### config.mk
export PLATFORM = sky130hd
export DESIGN_NAME = saida_dados_bcd
export DESIGN_NICKNAME = d
export VERILOG_FILES = /design/src/rtl/saida_pkg.sv /design/src/rtl/bcd_seg7_dec.sv /design/src/rtl/saida_dados_bcd.sv
export SDC_FILE = /design/constraint.sdc
export NUM_CORES = 1
export LEC_CHECK = 0
export CORE_MARGIN = 1.5
export CORE_UTILIZATION = 55
export CTS_CLUSTER_DIAMETER = 120
export DETAILED_ROUTE_END_ITERATION = 7
export PLACE_DENSITY_LB_ADDON = 0.1
export SLEW_MARGIN = 20
export SYNTH_ARGS = -nofsm -noshare
export SYNTH_HDL_FRONTEND = slang
export SYNTH_HIERARCHICAL = 1
export SYNTH_SLANG_ARGS = --single-unit
### constraint.sdc
create_clock -name clock -period 6.1 [get_ports clock]
set_input_delay 1.22 -clock clock [delete_from_list [all_inputs] [get_ports clock]]
set_output_delay 1.22 -clock clock [all_outputs]
set_load 0.05 [all_outputs]
### src/rtl/saida_pkg.sv
// Shared types and constants for the output-data BCD unit.
// Optional feature macro: SAIDA_SEG7_EN (seven-segment decoders on the display path).
package saida_pkg;

   // Conversion FSM states
   typedef enum logic [1:0] {
      IDLE  = 2'd0,
      SHIFT = 2'd1,
      DONE  = 2'd2
   } saida_state_e;

   // Active-low gfedcba patterns for decimal digits
   localparam logic [6:0] SEG7_0     = 7'b1000000;
   localparam logic [6:0] SEG7_1     = 7'b1111001;
   localparam logic [6:0] SEG7_2     = 7'b0100100;
   localparam logic [6:0] SEG7_3     = 7'b0110000;
   localparam logic [6:0] SEG7_4     = 7'b0011001;
   localparam logic [6:0] SEG7_5     = 7'b0010010;
   localparam logic [6:0] SEG7_6     = 7'b0000010;
   localparam logic [6:0] SEG7_7     = 7'b1111000;
   localparam logic [6:0] SEG7_8     = 7'b0000000;
   localparam logic [6:0] SEG7_9     = 7'b0010000;
   localparam logic [6:0] SEG7_BLANK = 7'h7F;

   // Decimal digits needed to hold any W-bit unsigned value: floor(W*log10(2)) + 1
   function automatic int nibbles_needed(input int w);
      return (w * 30103) / 100000 + 1;
   endfunction

endpackage

### src/rtl/bcd_seg7_dec.sv
// One BCD digit to active-low seven-segment pattern, with blanking input.
// Used only when SAIDA_SEG7_EN is defined.
module bcd_seg7_dec
   import saida_pkg::*;
(
   input  logic [3:0] bcd,
   input  logic       blank_in,
   output logic [6:0] seg
);

   // Pattern lookup; codes above 9 and blanked digits show nothing
   always_comb begin
      seg = SEG7_BLANK;
      if (!blank_in) begin
         case (bcd)
            4'd0:    seg = SEG7_0;
            4'd1:    seg = SEG7_1;
            4'd2:    seg = SEG7_2;
            4'd3:    seg = SEG7_3;
            4'd4:    seg = SEG7_4;
            4'd5:    seg = SEG7_5;
            4'd6:    seg = SEG7_6;
            4'd7:    seg = SEG7_7;
            4'd8:    seg = SEG7_8;
            4'd9:    seg = SEG7_9;
            default: seg = SEG7_BLANK;
         endcase
      end
   end

endmodule

### src/rtl/saida_dados_bcd.sv
// Output-data unit: latches the processor output word on saida and converts its
// magnitude to packed BCD with a serial double-dabble engine (one bit per clock).
// Optional: SAIDA_SEG7_EN adds a registered seven-segment output per digit.
//
// Handshake: a write (out=1) is taken only in a cycle where busy=0; writes while
// busy=1 are dropped. busy rises the cycle after acceptance and falls after the
// single-cycle valid pulse, during which digitos/neg/ovf (and segmentos) are new.
module saida_dados_bcd
   import saida_pkg::*;
#(
   parameter int W      = 32,
   parameter int ND     = 10,
   parameter bit SIGNED = 1'b1
) (
   input  logic            clock,
   input  logic            reset_n,
   input  logic            out,
   input  logic [W-1:0]    dados,
   output logic [W-1:0]    saida,
   output logic [4*ND-1:0] digitos,
   output logic            neg,
   output logic            busy,
   output logic            valid,
   output logic            ovf,
   output saida_state_e    state_dbg
`ifdef SAIDA_SEG7_EN
   ,
   output logic [7*ND-1:0] segmentos
`endif
);

   localparam int CW = $clog2(W + 1);

   if (ND < 1 || W < 2) begin : g_param_check
      $error("saida_dados_bcd: need ND >= 1 and W >= 2");
   end

   saida_state_e    state_q, state_d;
   logic [W-1:0]    saida_q, saida_d;
   logic [W-1:0]    mag_q, mag_d;
   logic [4*ND-1:0] bcd_q, bcd_d;
   logic [4*ND-1:0] digitos_q, digitos_d;
   logic [CW-1:0]   cnt_q, cnt_d;
   logic            neg_int_q, neg_int_d;
   logic            neg_q, neg_d;
   logic            ovf_int_q, ovf_int_d;
   logic            ovf_q, ovf_d;
   logic            busy_q, busy_d;
   logic            valid_q, valid_d;

   logic [4*ND-1:0] bcd_adj;
   logic [4*ND-1:0] bcd_sh;
   logic            shift_ovf;
   logic            sign_in;

   // Add-3 correction on every nibble, then shift the next magnitude bit in
   always_comb begin
      bcd_adj = '0;
      for (int i = 0; i < ND; i++) begin
         if (bcd_q[4*i +: 4] >= 4'd5) bcd_adj[4*i +: 4] = bcd_q[4*i +: 4] + 4'd3;
         else                         bcd_adj[4*i +: 4] = bcd_q[4*i +: 4];
      end
      bcd_sh    = {bcd_adj[4*ND-2:0], mag_q[W-1]};
      shift_ovf = bcd_adj[4*ND-1];
   end

`ifdef SAIDA_SEG7_EN
   logic [7*ND-1:0] seg_q, seg_d, seg_next;
   logic [ND:0]     lead_zero;

   // Leading-zero chain from the top digit down; digit 0 is always shown
   assign lead_zero[ND] = 1'b1;
   for (genvar g = ND - 1; g >= 0; g--) begin : g_seg
      assign lead_zero[g] = lead_zero[g+1] && (bcd_sh[4*g +: 4] == 4'd0);
      bcd_seg7_dec u_dec (
         .bcd      (bcd_sh[4*g +: 4]),
         .blank_in ((g != 0) && lead_zero[g]),
         .seg      (seg_next[7*g +: 7])
      );
   end
`endif

   // Next-state and next-output logic for the conversion FSM
   always_comb begin
      state_d   = state_q;
      saida_d   = saida_q;
      mag_d     = mag_q;
      bcd_d     = bcd_q;
      digitos_d = digitos_q;
      cnt_d     = cnt_q;
      neg_int_d = neg_int_q;
      neg_d     = neg_q;
      ovf_int_d = ovf_int_q;
      ovf_d     = ovf_q;
      busy_d    = busy_q;
      valid_d   = 1'b0;
      sign_in   = SIGNED && dados[W-1];
`ifdef SAIDA_SEG7_EN
      seg_d     = seg_q;
`endif
      case (state_q)
         IDLE: begin
            if (out) begin
               saida_d   = dados;
               neg_int_d = sign_in;
               mag_d     = sign_in ? (~dados + W'(1)) : dados;
               bcd_d     = '0;
               ovf_int_d = 1'b0;
               cnt_d     = CW'(W);
               busy_d    = 1'b1;
               state_d   = SHIFT;
            end
         end
         SHIFT: begin
            bcd_d     = bcd_sh;
            mag_d     = mag_q << 1;
            ovf_int_d = ovf_int_q | shift_ovf;
            cnt_d     = cnt_q - CW'(1);
            if (cnt_q == CW'(1)) begin
               // Publish on the last shift so results are valid together with the pulse
               digitos_d = bcd_sh;
               ovf_d     = ovf_int_q | shift_ovf;
               neg_d     = neg_int_q;
               valid_d   = 1'b1;
               state_d   = DONE;
`ifdef SAIDA_SEG7_EN
               seg_d     = seg_next;
`endif
            end
         end
         DONE: begin
            busy_d  = 1'b0;
            state_d = IDLE;
         end
         default: begin
            busy_d  = 1'b0;
            state_d = IDLE;
         end
      endcase
   end

   // State registers with synchronous active-low reset
   always_ff @(posedge clock) begin
      if (!reset_n) begin
         state_q   <= IDLE;
         saida_q   <= '0;
         mag_q     <= '0;
         bcd_q     <= '0;
         digitos_q <= '0;
         cnt_q     <= '0;
         neg_int_q <= 1'b0;
         neg_q     <= 1'b0;
         ovf_int_q <= 1'b0;
         ovf_q     <= 1'b0;
         busy_q    <= 1'b0;
         valid_q   <= 1'b0;
`ifdef SAIDA_SEG7_EN
         seg_q     <= {ND{SEG7_BLANK}};
`endif
      end else begin
         state_q   <= state_d;
         saida_q   <= saida_d;
         mag_q     <= mag_d;
         bcd_q     <= bcd_d;
         digitos_q <= digitos_d;
         cnt_q     <= cnt_d;
         neg_int_q <= neg_int_d;
         neg_q     <= neg_d;
         ovf_int_q <= ovf_int_d;
         ovf_q     <= ovf_d;
         busy_q    <= busy_d;
         valid_q   <= valid_d;
`ifdef SAIDA_SEG7_EN
         seg_q     <= seg_d;
`endif
      end
   end

   assign saida     = saida_q;
   assign digitos   = digitos_q;
   assign neg       = neg_q;
   assign busy      = busy_q;
   assign valid     = valid_q;
   assign ovf       = ovf_q;
   assign state_dbg = state_q;
`ifdef SAIDA_SEG7_EN
   assign segmentos = seg_q;
`endif

endmodule

* Word level (Yosys, flattened, before mapping)
Index checks and enable logic that the tools add are counted.
** Cells by class
- Add/sub/neg operators :: 12
- $lt $le $gt $ge :: 10
- Equality and inequality tests :: 4
- Muxes and demuxes :: 25
- Bitwise gates (word level) :: 3
- Reduce and logical (&&, ||, !) cells :: 8
** Operator list (count)
- case mux 40 bit (2 select lines) :: 1
- two-way mux 32 bit :: 2
- case mux 32 bit (2 select lines) :: 1
- adder 4 x 2 -> 4 bit, second input constant :: 10
- >= comparator 4 x 3 -> 1 bit, second input constant :: 10
- two-way mux 4 bit :: 10
- two-way mux 40 bit :: 1
- adder 32 x 1 -> 32 bit, second input constant :: 1
- inverter 32 bit :: 1
- case mux 6 bit (2 select lines) :: 1
- AND reduction 2 bit :: 6
- equality test 6 x 1 -> 1 bit, second input constant :: 1
- two-way mux 6 bit :: 1
- subtractor 6 x 1 -> 6 bit, second input constant :: 1
- two-way mux 2 bit :: 2
- inequality test 2 bit, second input constant :: 2
- case mux 1 bit (2 select lines) :: 2
- case mux 2 bit (2 select lines) :: 1
- two-way mux 1 bit :: 3
- equality test 2 x 1 -> 1 bit, second input constant :: 1
- zero test 2 bit :: 1
- nonzero test 2 bit :: 1
- inverter 1 bit :: 1
- bitwise OR 1 bit :: 1
** Storage, ports and cells
- Flip-flop bits (word level) :: 158
- Output and inout bits :: 78
- Logic and storage cells :: 74

* Logic depth before layout (Yosys ltp)
Gate-level depths: netlist of the first run.
- Depth in word-level cells :: 5
- Depth in mapped cells :: 8

* Worst setup path after synthesis of the first run
Ideal clock, no wire load.
- Path kind :: input-to-reg
- From :: input dados[18]
- To :: register mag_q[27]
- Arrival time :: 2.634 ns
- Required time :: 5.966 ns
- Path slack :: 3.332 ns
- Stages on the path :: 5
- Cells stage by stage :: or4_4 or3_4 o41ai_2 xor2_1 o22ai_1
** On the way
- Cells in the longest elaborated chain, start to end :: 5
** RTL lines
- start: declaration :: line saida_dados_bcd.sv:18 : input logic [W-1:0] dados,
- inverter 32 bit :: line saida_dados_bcd.sv:106 : mag_d = sign_in ? (~dados + W'(1)) : dados;
- adder 32 x 1 -> 32 bit :: line saida_dados_bcd.sv:106
- two-way mux 32 bit :: line saida_dados_bcd.sv:106
- two-way mux 32 bit :: line saida_dados_bcd.sv:103 : if (out) begin
- case mux 32 bit (2 select lines) :: line saida_dados_bcd.sv:101 : case (state_q)
- end signal: assignment :: line saida_dados_bcd.sv:163 : mag_q <= mag_d;
- end: declaration :: line saida_dados_bcd.sv:40 : logic [W-1:0] mag_q, mag_d;
Every way passes these cells. The select of a mux whose other input is x is not followed.
A chain may end at the register's enable or synchronous reset.

* Worst setup path after layout of the first run
- From :: input dados[1]
- To :: register mag_q[20]
The elaborated chain is that of the path after synthesis.

==> results.yml, run 1 <==
status:
  outcome: "complete, no violations"
route:
  post-route-drc-count: 0
  viasPerCell: 5.69
  wl_per_cell_microns: 14.5
  drt_iter0_drc: 395
  drtAntennaViolNets: 0
  wirelength_mm: 17.2
  dr.pass1.iters: 5
  vias: 6718
setup_path:
  max_stage_delay_ps: 480
  critPathCaptureType: "register"
  slowest_stage: "clkdlybuf4s50_1"
  required_ps: 6380
  cp_cell_sequence: "clkdlybuf4s50_1, inv_1, ha_1, nor3b_1, nand2_1, o41ai_1, xor2_1, o22ai_1"
  cp-start-kind: "input pin"
  cp_max_fo: 4
  critPathBufInv: 2
  crit_arrival_ps: 3390
  rrSetupSlack_ps: 3960
  crit_family: "simple AND/OR/NAND/NOR gates"
  path_class: "in -> reg"
clocking:
  insertion_delay_ps: 430
  hold_buffers: 0
  numCtsBuffers: 17
  cts_resized: 0
  h-tree-depth: 4
  clock_path_buffers: 2
  post_cts_buffers: 0
  clock_sinks: 157
  cts_tree: "yes"
  root_buffer: "clkbuf_16"
  clkTransAtPathRegs_ps: 60
floorplanning:
  rows: 42
  start_util_pct: 56.4
  core_sq_um: 13300
  fp.dieH_microns: 120
  fp.dieW_microns: 120
  ios: 113
  dieArea_sq_um: 14300
power_and_ir_drop:
  power.density_nw_per_um2: 272
  seqPwrFrac_pct: 43.5
  p_comb_share_pct: 14.0
  intPower_uw: 1840
  p_clk_share_pct: 42.4
  p_sw_share_pct: 26.8
  power.switching_uw: 676
  p_leak_uw: 0.00333
  peakVddDrop_mv: 0.195
layout:
  layout-drive-gt1-share_pct: 5.78
  fin_nets: 1049
  fin_area_sq_um: 9270
  n_antenna_cell: 0
  area_growth_pct: 23.5
  final_cells: 1180
timing:
  hold_violations: 0
  rsz0062_at_grt: "no"
  worstMarginPinSlew_ps: 1140
  setup-tns-final_ps: 0
  period_minus_slack_ps: 3110
  setup_violations: 0
  fin_skew_ps: 5.53
  max_freq_mhz: 322
  slew_headroom_pct: 24.0
  fin_crit_sh_pct: 50.9
  maxSlewViolCount: 0
  whs_ps: 450
hold_path:
  hp-class: "reg -> reg"
yosys:
  async_flop_share_pct: 0
  synth.distinct_cells: 54
  synth.top_cells.by_area: "dfxtp_1, a21oi_1, nand2_1, ha_1, clkbuf_1"
  yosysTopAreaCell: "dfxtp_1"
  ys_warn_count: 6
  syn_area_per_cell_sq_um: 8.17
  ys_ff_latch: 157
  synth_nets: 976
  synth_cells: 918
  synth_top_flop_cell: "dfxtp_1"
  synth_top_area_share_pct: 41.9
  synth_seq_area_share_pct: 41.9
  syn-cell-area_sq_um: 7500
  synth_edf_count: 0
global_routing:
  overflow: 0
  antenna_found_initial: 0
  grt_util_all_layers_pct: 24.6
  grt_pass1_wl_mm: 28.7
  grt_max_degree: 91
  grt_pass1_vias: 6131
place:
  dpl.hpwl_mm: 10.5
  io_buffers: 112
  gp_congestion: 0.820
  dpl-instance-area_sq_um: 8670
  dp.cells: 1148
job:
  drv_cap: 0
-- worst register-to-register path: stages (launching register included) --
cell and delay [ps]:
dfxtp_1 500, nor2b_4 210, buf_4 540, nand2_1 230, or4_1 430, a21oi_1 160
-- layout make-up --
type / instances / area (sq um)
clock buffer: 21 / 450
timing repair buffer: 119 / 1170
multi-input combinational: 668 / 4040
clock inverter: 11 / 143
tap: 176 / 220
sequential: 157 / 3140
inverter: 28 / 106
fill: 1105 / 4030
-- metal layers --
layer	vias to the layer above	track usage, %	part of all wire (%)
li1	3385	-	-
met1	3156	30.6	46
met2	157	42.5	48
met3	20	5.61	4.6
met4	0	7.44	1.2
met5	-	0	0
-- cell usage after synthesis, drive strengths merged, types with 20 or more instances --
cell type  count
inv           28
nor2          39
dfxtp        157
nor3          22
a21oi        102
o22ai         20
o21ai         46
clkbuf        62
nand2        135
xnor2         22
nand3         44
and2          25
ha            23
a21boi        22
nor3b         23
-- placed cells by master, fill, tap and decap left out, types with 17 or more instances in the layout --
master | Yosys | routed
dfxtp_1 | 157 | 157
nand2_1 | 135 | 135
clkdlybuf4s50_1 | 0 | 111
a21oi_1 | 102 | 102
nand3_1 | 44 | 44
nor2_1 | 39 | 39
o21ai_0 | 28 | 28
inv_1 | 26 | 26
and2_1 | 24 | 23
ha_1 | 23 | 23
xnor2_1 | 22 | 22
nor3b_1 | 23 | 22
a21boi_1 | 22 | 22
nor3_1 | 21 | 21
o22ai_1 | 20 | 20
o21ai_1 | 18 | 18
and3_1 | 18 | 18
clkbuf_16 | 0 | 17
-- flip-flops by register name, indices dropped and copies added (netlist names) --
signal and cells:
bcd_q 40, digitos 40, mag_q 32, saida 32, cnt_q 6, state_dbg 2, busy 1, neg 1
ovf 1, ovf_int_q 1, valid 1
-- path summary, 6_finish.rpt --
path / startpoint / end / cells after the start
worst min-delay path: digitos[29]$_SDFFE_PN0P_ / digitos[29]$_SDFFE_PN0P_ / 2
worst max register to register: state_dbg[0]$_SDFFE_PN0P_ / cnt_q[4]$_SDFFE_PN0P_ / 5
worst max-delay path: dados[1] / mag_q[20]$_SDFFE_PN0P_ / 8
worst min register to register: digitos[29]$_SDFFE_PN0P_ / digitos[29]$_SDFFE_PN0P_ / 2
-- kinds of logic after synthesis --
logic type	after synthesis	synth area share, %
fa+ha+maj	23	3.84
buf+inv	93	4.70
flops	157	41.9
compound gates	256	21.1
mux	10	1.42
xor+xnor	36	4.20
simple gates	343	22.9
-- power groups by stage --
stage               clock [uW]  sequential, uW  combinational (uW)
finish                    1070            1100                 353
detailed placement           0            1120                 353
global placement             0            1120                 350
global route              1130            1100                 383
floorplan                    0            1180                 169
CTS                       1090            1100                 354
-- through the flow --
stage / utilization (%) / power [uW] / setup slack [ps]
after floorplan: - / 1350 / 3330
after global placement: 65.2 / 1470 / 2570
after detailed placement: 65.2 / 1470 / 2520
after CTS: 69.6 / 2540 / 2980
after global routing: 69.7 / 2610 / 2810
final: 69.7 / 2520 / 2990
Power figures use the tool's default switching activity.
==> run 2, diff against run 1 <==
--- a/config.mk
+++ b/config.mk
@@ -6,7 +6,7 @@
 export NUM_CORES = 1
 export LEC_CHECK = 0
 export CORE_MARGIN = 1.5
-export CORE_UTILIZATION = 55
+export CORE_UTILIZATION = 49
 export CTS_CLUSTER_DIAMETER = 120
 export DETAILED_ROUTE_END_ITERATION = 7
 export PLACE_DENSITY_LB_ADDON = 0.1
==> constraint.sdc (replaced) <==
create_clock -name clock -period 2.61 [get_ports clock]
set_input_delay 0.522 -clock clock [delete_from_list [all_inputs] [get_ports clock]]
set_output_delay 0.522 -clock clock [all_outputs]
set_load 0.05 [all_outputs]
==> results.yml, run 2 (synthesis gave the netlist of run 1 again) <==
status:
  outcome: "complete, no violations"
global_routing:
  antenna_found_initial: 0
  grt_util_all_layers_pct: 23.1
  grt_pass1_wl_mm: 30.4
  grt_pass1_vias: 6353
  overflow: 0
  grt_max_degree: 79
clocking:
  clock_sinks: 157
  root_buffer: "clkbuf_16"
  clkTransAtPathRegs_ps: 60
  hold_buffers: 0
  clock_path_buffers: 2
  h-tree-depth: 4
  cts_tree: "yes"
  cts_resized: 0
  numCtsBuffers: 17
  insertion_delay_ps: 430
  post_cts_buffers: 0
place:
  io_buffers: 112
  dp.cells: 1197
  gp_congestion: 0.836
  dpl.hpwl_mm: 11.9
route:
  wl_per_cell_microns: 14.8
  dr.pass1.iters: 5
  vias: 6816
  drt_iter0_drc: 467
  viasPerCell: 5.55
  post-route-drc-count: 0
  drtAntennaViolNets: 0
  wirelength_mm: 18.2
floorplanning:
  core_sq_um: 15100
  fp.dieH_microns: 127
  dieArea_sq_um: 16100
  rows: 45
  fp.dieW_microns: 127
  ios: 113
  start_util_pct: 49.7
hold_path:
  hp-start: "neg$_SDFFE_PN0P_"
  hp-class: "reg -> reg"
setup_path:
  max_stage_delay_ps: 870
  cp_max_fo: 7
  critPathCaptureType: "primary output"
  reg2reg_from: "cnt_q[2]$_SDFFE_PN0P_"
  slowest_stage: "clkdlybuf4s50_1"
  crit_family: "buffers and inverters"
  cp-start-kind: "register"
  required_ps: 2090
  cp_cell_sequence: "clkdlybuf4s50_1"
  crit_arrival_ps: 1820
  path_class: "reg -> out"
  rrSetupSlack_ps: 710
  critPathBufInv: 1
  startpoint: "state_dbg[1]$_SDFFE_PN0P_"
layout:
  multiInputGateArea_sq_um: 4030
  n_antenna_cell: 0
  area_growth_pct: 29.8
  final_cells: 1229
  final_cell_mix: "dfxtp_1, nand2_1, clkdlybuf4s50_1, a21oi_1, nand3_1"
  fin_nets: 1086
  fillers: 1320
  layout_commonest_cell: "dfxtp_1"
  regArea_sq_um: 3140
  layout-drive-gt1-share_pct: 9.32
timing:
  fin_skew_ps: 6.13
  slew_headroom_pct: 61.8
  rsz0062_at_grt: "no"
  worstMarginPinSlew_ps: 573
  hold_violations: 0
  maxSlewViolCount: 0
  fin_crit_sh_pct: 89.8
  max_freq_mhz: 426
  setup_violations: 0
  period_minus_slack_ps: 2350
  setup-tns-final_ps: 0
power_and_ir_drop:
  peakVddDrop_mv: 0.484
  p_leak_uw: 0.00359
  power.density_nw_per_um2: 658
job:
  drv_cap: 0
==> run 2: cell types whose count changed in the layout (fill, tap and decap cells not counted), sizes merged <==
cell	change
buf	+37
bufinv	+4
clkinv	-4
==> run 2: final timing paths <==
check / cells past startpoint / to
max reg2reg: 6 / digitos[7]$_SDFFE_PN0P_
min reg2reg: 2 / neg$_SDFFE_PN0P_
min: 2 / neg$_SDFFE_PN0P_
max: 1 / state_dbg[1]
==> run 2: worst register-to-register path, delay by kind of cell (launching register included) <==
family | cells | cell delay [ps]
buf+inv | 1 | 280
simple gates | 4 | 850
compound gates | 1 | 310
flops | 1 | 360
==> run 2: routing by layer <==
layer	wire length, microns	vias up	GRT usage, %
li1	-	3450	-
met4	214	0	7.42
met5	0	-	0
met1	8480	3183	29.2
met2	8660	167	38.9
met3	891	16	5.53
==> run 2: layout make-up <==
| type | count | share of cell area, % |
|---|---|---|
| clock buffer | 21 | 4.83 |
| clock inverter | 11 | 2.42 |
| inverter | 28 | 1.09 |
| multi-input combinational | 668 | 41.4 |
| sequential | 157 | 32.3 |
| tap | 188 | 2.42 |
| timing repair buffer | 156 | 15.6 |
==> run 2: power breakdown <==
part | switching, uW | internal (uW)
sequential | 60.7 | 2500
clock | 994 | 1960
combinational | 556 | 333
==> run 2: per-stage QoR <==
stage / worst slack (ps) / utilization (%) / hold WS [ps] / cell area, sq um / total power [uW]
finish: 265 / 64.5 / 450 / 9740 / 6410
global route: 217 / 64.5 / 465 / 9740 / 6620
CTS: 244 / 64.5 / 454 / 9740 / 6440
detailed placement: 19.4 / 59.9 / 445 / 9030 / 3500
global placement: 44.5 / 59.9 / 441 / 9030 / 3500
floorplan: 540 / - / 436 / 7500 / 3160
==> run 3, diff against run 2 <==
--- a/config.mk
+++ b/config.mk
@@ -9,7 +9,7 @@
 export CORE_UTILIZATION = 49
 export CTS_CLUSTER_DIAMETER = 120
 export DETAILED_ROUTE_END_ITERATION = 7
-export PLACE_DENSITY_LB_ADDON = 0.1
+export PLACE_DENSITY = 0.76
 export SLEW_MARGIN = 20
 export SYNTH_ARGS = -nofsm -noshare
 export SYNTH_HDL_FRONTEND = slang
==> results.yml, run 3 (synthesis gave the netlist of run 1 again) <==
status:
  outcome: "complete, no violations"
setup_path:
  critPathCaptureType: "primary output"
  crit_arrival_ps: 1800
  max_stage_delay_ps: 870
  critPathBufInv: 1
  r2r_cells: 5
  cp_max_fo: 7
  cp-start-kind: "register"
  path_class: "reg -> out"
  cp_cell_sequence: "clkdlybuf4s50_1"
  required_ps: 2090
  slowest_stage: "clkdlybuf4s50_1"
  rr_endpoint: "digitos[4]$_SDFFE_PN0P_"
  rrSetupSlack_ps: 770
  crit_family: "buffers and inverters"
  reg2reg_from: "state_dbg[0]$_SDFFE_PN0P_"
clocking:
  clock_sinks: 157
  h-tree-depth: 4
  clock_path_buffers: 2
  root_buffer: "clkbuf_16"
  post_cts_buffers: 0
  insertion_delay_ps: 430
  cts_resized: 0
  cts_tree: "yes"
  hold_buffers: 0
  numCtsBuffers: 17
  clkTransAtPathRegs_ps: 60
route:
  post-route-drc-count: 0
  wl_per_cell_microns: 14.6
  drt_iter0_drc: 508
  vias: 6880
  wirelength_mm: 18.0
  drtAntennaViolNets: 0
  viasPerCell: 5.58
  dr.pass1.iters: 6
hold_path:
  hp-class: "reg -> reg"
  hp-start: "digitos[6]$_SDFFE_PN0P_"
  holdPathEnd: "digitos[6]$_SDFFE_PN0P_"
  worstHoldPathCells: 2
layout:
  layout_commonest_cell: "dfxtp_1"
  layout-drive-gt1-share_pct: 9.57
  final_cell_mix: "dfxtp_1, nand2_1, clkdlybuf4s50_1, a21oi_1, buf_4"
  area_growth_pct: 28.3
  fin_nets: 1091
  n_antenna_cell: 0
  fin_area_sq_um: 9620
timing:
  fin_skew_ps: 7.25
  maxSlewViolCount: 0
  slew_headroom_pct: 63.5
  max_freq_mhz: 430
  rsz0062_at_grt: "no"
  setup_violations: 0
  fin_crit_sh_pct: 89.1
  setup-tns-final_ps: 0
  period_minus_slack_ps: 2320
  hold_violations: 0
  worstMarginPinSlew_ps: 548
floorplanning:
  start_util_pct: 49.7
  rows: 45
  dieArea_sq_um: 16100
  fp.dieW_microns: 127
  fp.dieH_microns: 127
  ios: 113
  core_sq_um: 15100
power_and_ir_drop:
  p_leak_uw: 0.00354
  total_power_uw: 5970
  peakVddDrop_mv: 0.512
  power.density_nw_per_um2: 620
global_routing:
  grt_pass1_wl_mm: 30.2
  grt_util_all_layers_pct: 23.0
  overflow: 0
  antenna_found_initial: 0
  grt_max_degree: 60
  grt_pass1_vias: 6341
place:
  dpl.hpwl_mm: 12.2
  gp_congestion: 0.844
  io_buffers: 112
  dpl-instance-area_sq_um: 9020
job:
  drv_cap: 0
## run 3: cell count changes in the layout (fill, tap and decap cells not counted), sizes merged
| cell | change |
|---|---|
| buf | +5 |
| bufinv | -4 |
| clkinv | +2 |
| clkinvlp | +1 |
## run 3: metal layers
| layer | global-route usage [%] | up-vias | wire, microns |
|---|---|---|---|
| met4 | 7.42 | 0 | 214 |
| met5 | 0 | - | 0 |
| li1 | - | 3475 | - |
| met3 | 6.16 | 17 | 1010 |
| met2 | 37.8 | 173 | 8540 |
| met1 | 29.4 | 3215 | 8280 |
## run 3: stage by stage
stage               hold slack [ps]  utilization (%)  instances  setup WS (ps)
global route                    474             63.8       1233            220
finish                          451             63.8       1233            286
detailed placement              446             59.8       1202           3.13
floorplan                       436                -        918            540
CTS                             454             63.8       1233            268
global placement                442             59.8       1202           38.7
## run 3: tightest hold or removal path: stages, from the launching register on
cell and delay (ps):
dfxtp_1 310, nand2_1 50, a21oi_1 50
## run 3: layout make-up
class | count | area, sq um
Tap cell | 188 | 235
Clock buffer | 21 | 460
Timing Repair Buffer | 161 | 1510
Sequential cell | 157 | 3140
Clock inverter | 10 | 140
Multi-Input combinational cell | 668 | 4030
Inverter | 28 | 106
Fill cell | 1323 | 5470
## run 3: how the worst max path moves through the flow
stage / startpoint / cells after the start / end / slack, ps
2_1_floorplan: dados[18] / 5 / mag_q[27]$_SDFFE_PN0P_ / 540
3_3_place_gp: dados[18] / 6 / mag_q[29]$_SDFFE_PN0P_ / 40
3_5_place_dp: dados[18] / 6 / mag_q[29]$_SDFFE_PN0P_ / 3
4_1_cts: state_dbg[1]$_SDFFE_PN0P_ / 1 / state_dbg[1] / 270
5_1_grt: state_dbg[1]$_SDFFE_PN0P_ / 1 / state_dbg[1] / 220
6_report: state_dbg[1]$_SDFFE_PN0P_ / 1 / state_dbg[1] / 290
## run 3: power by group
group	switching [uW]	leakage (uW)	internal (uW)
Combinational	554	0.00198	330
Sequential	62.9	0.00128	2500
Clock	971	0.000285	1550
Total	1590	0.00354	4380
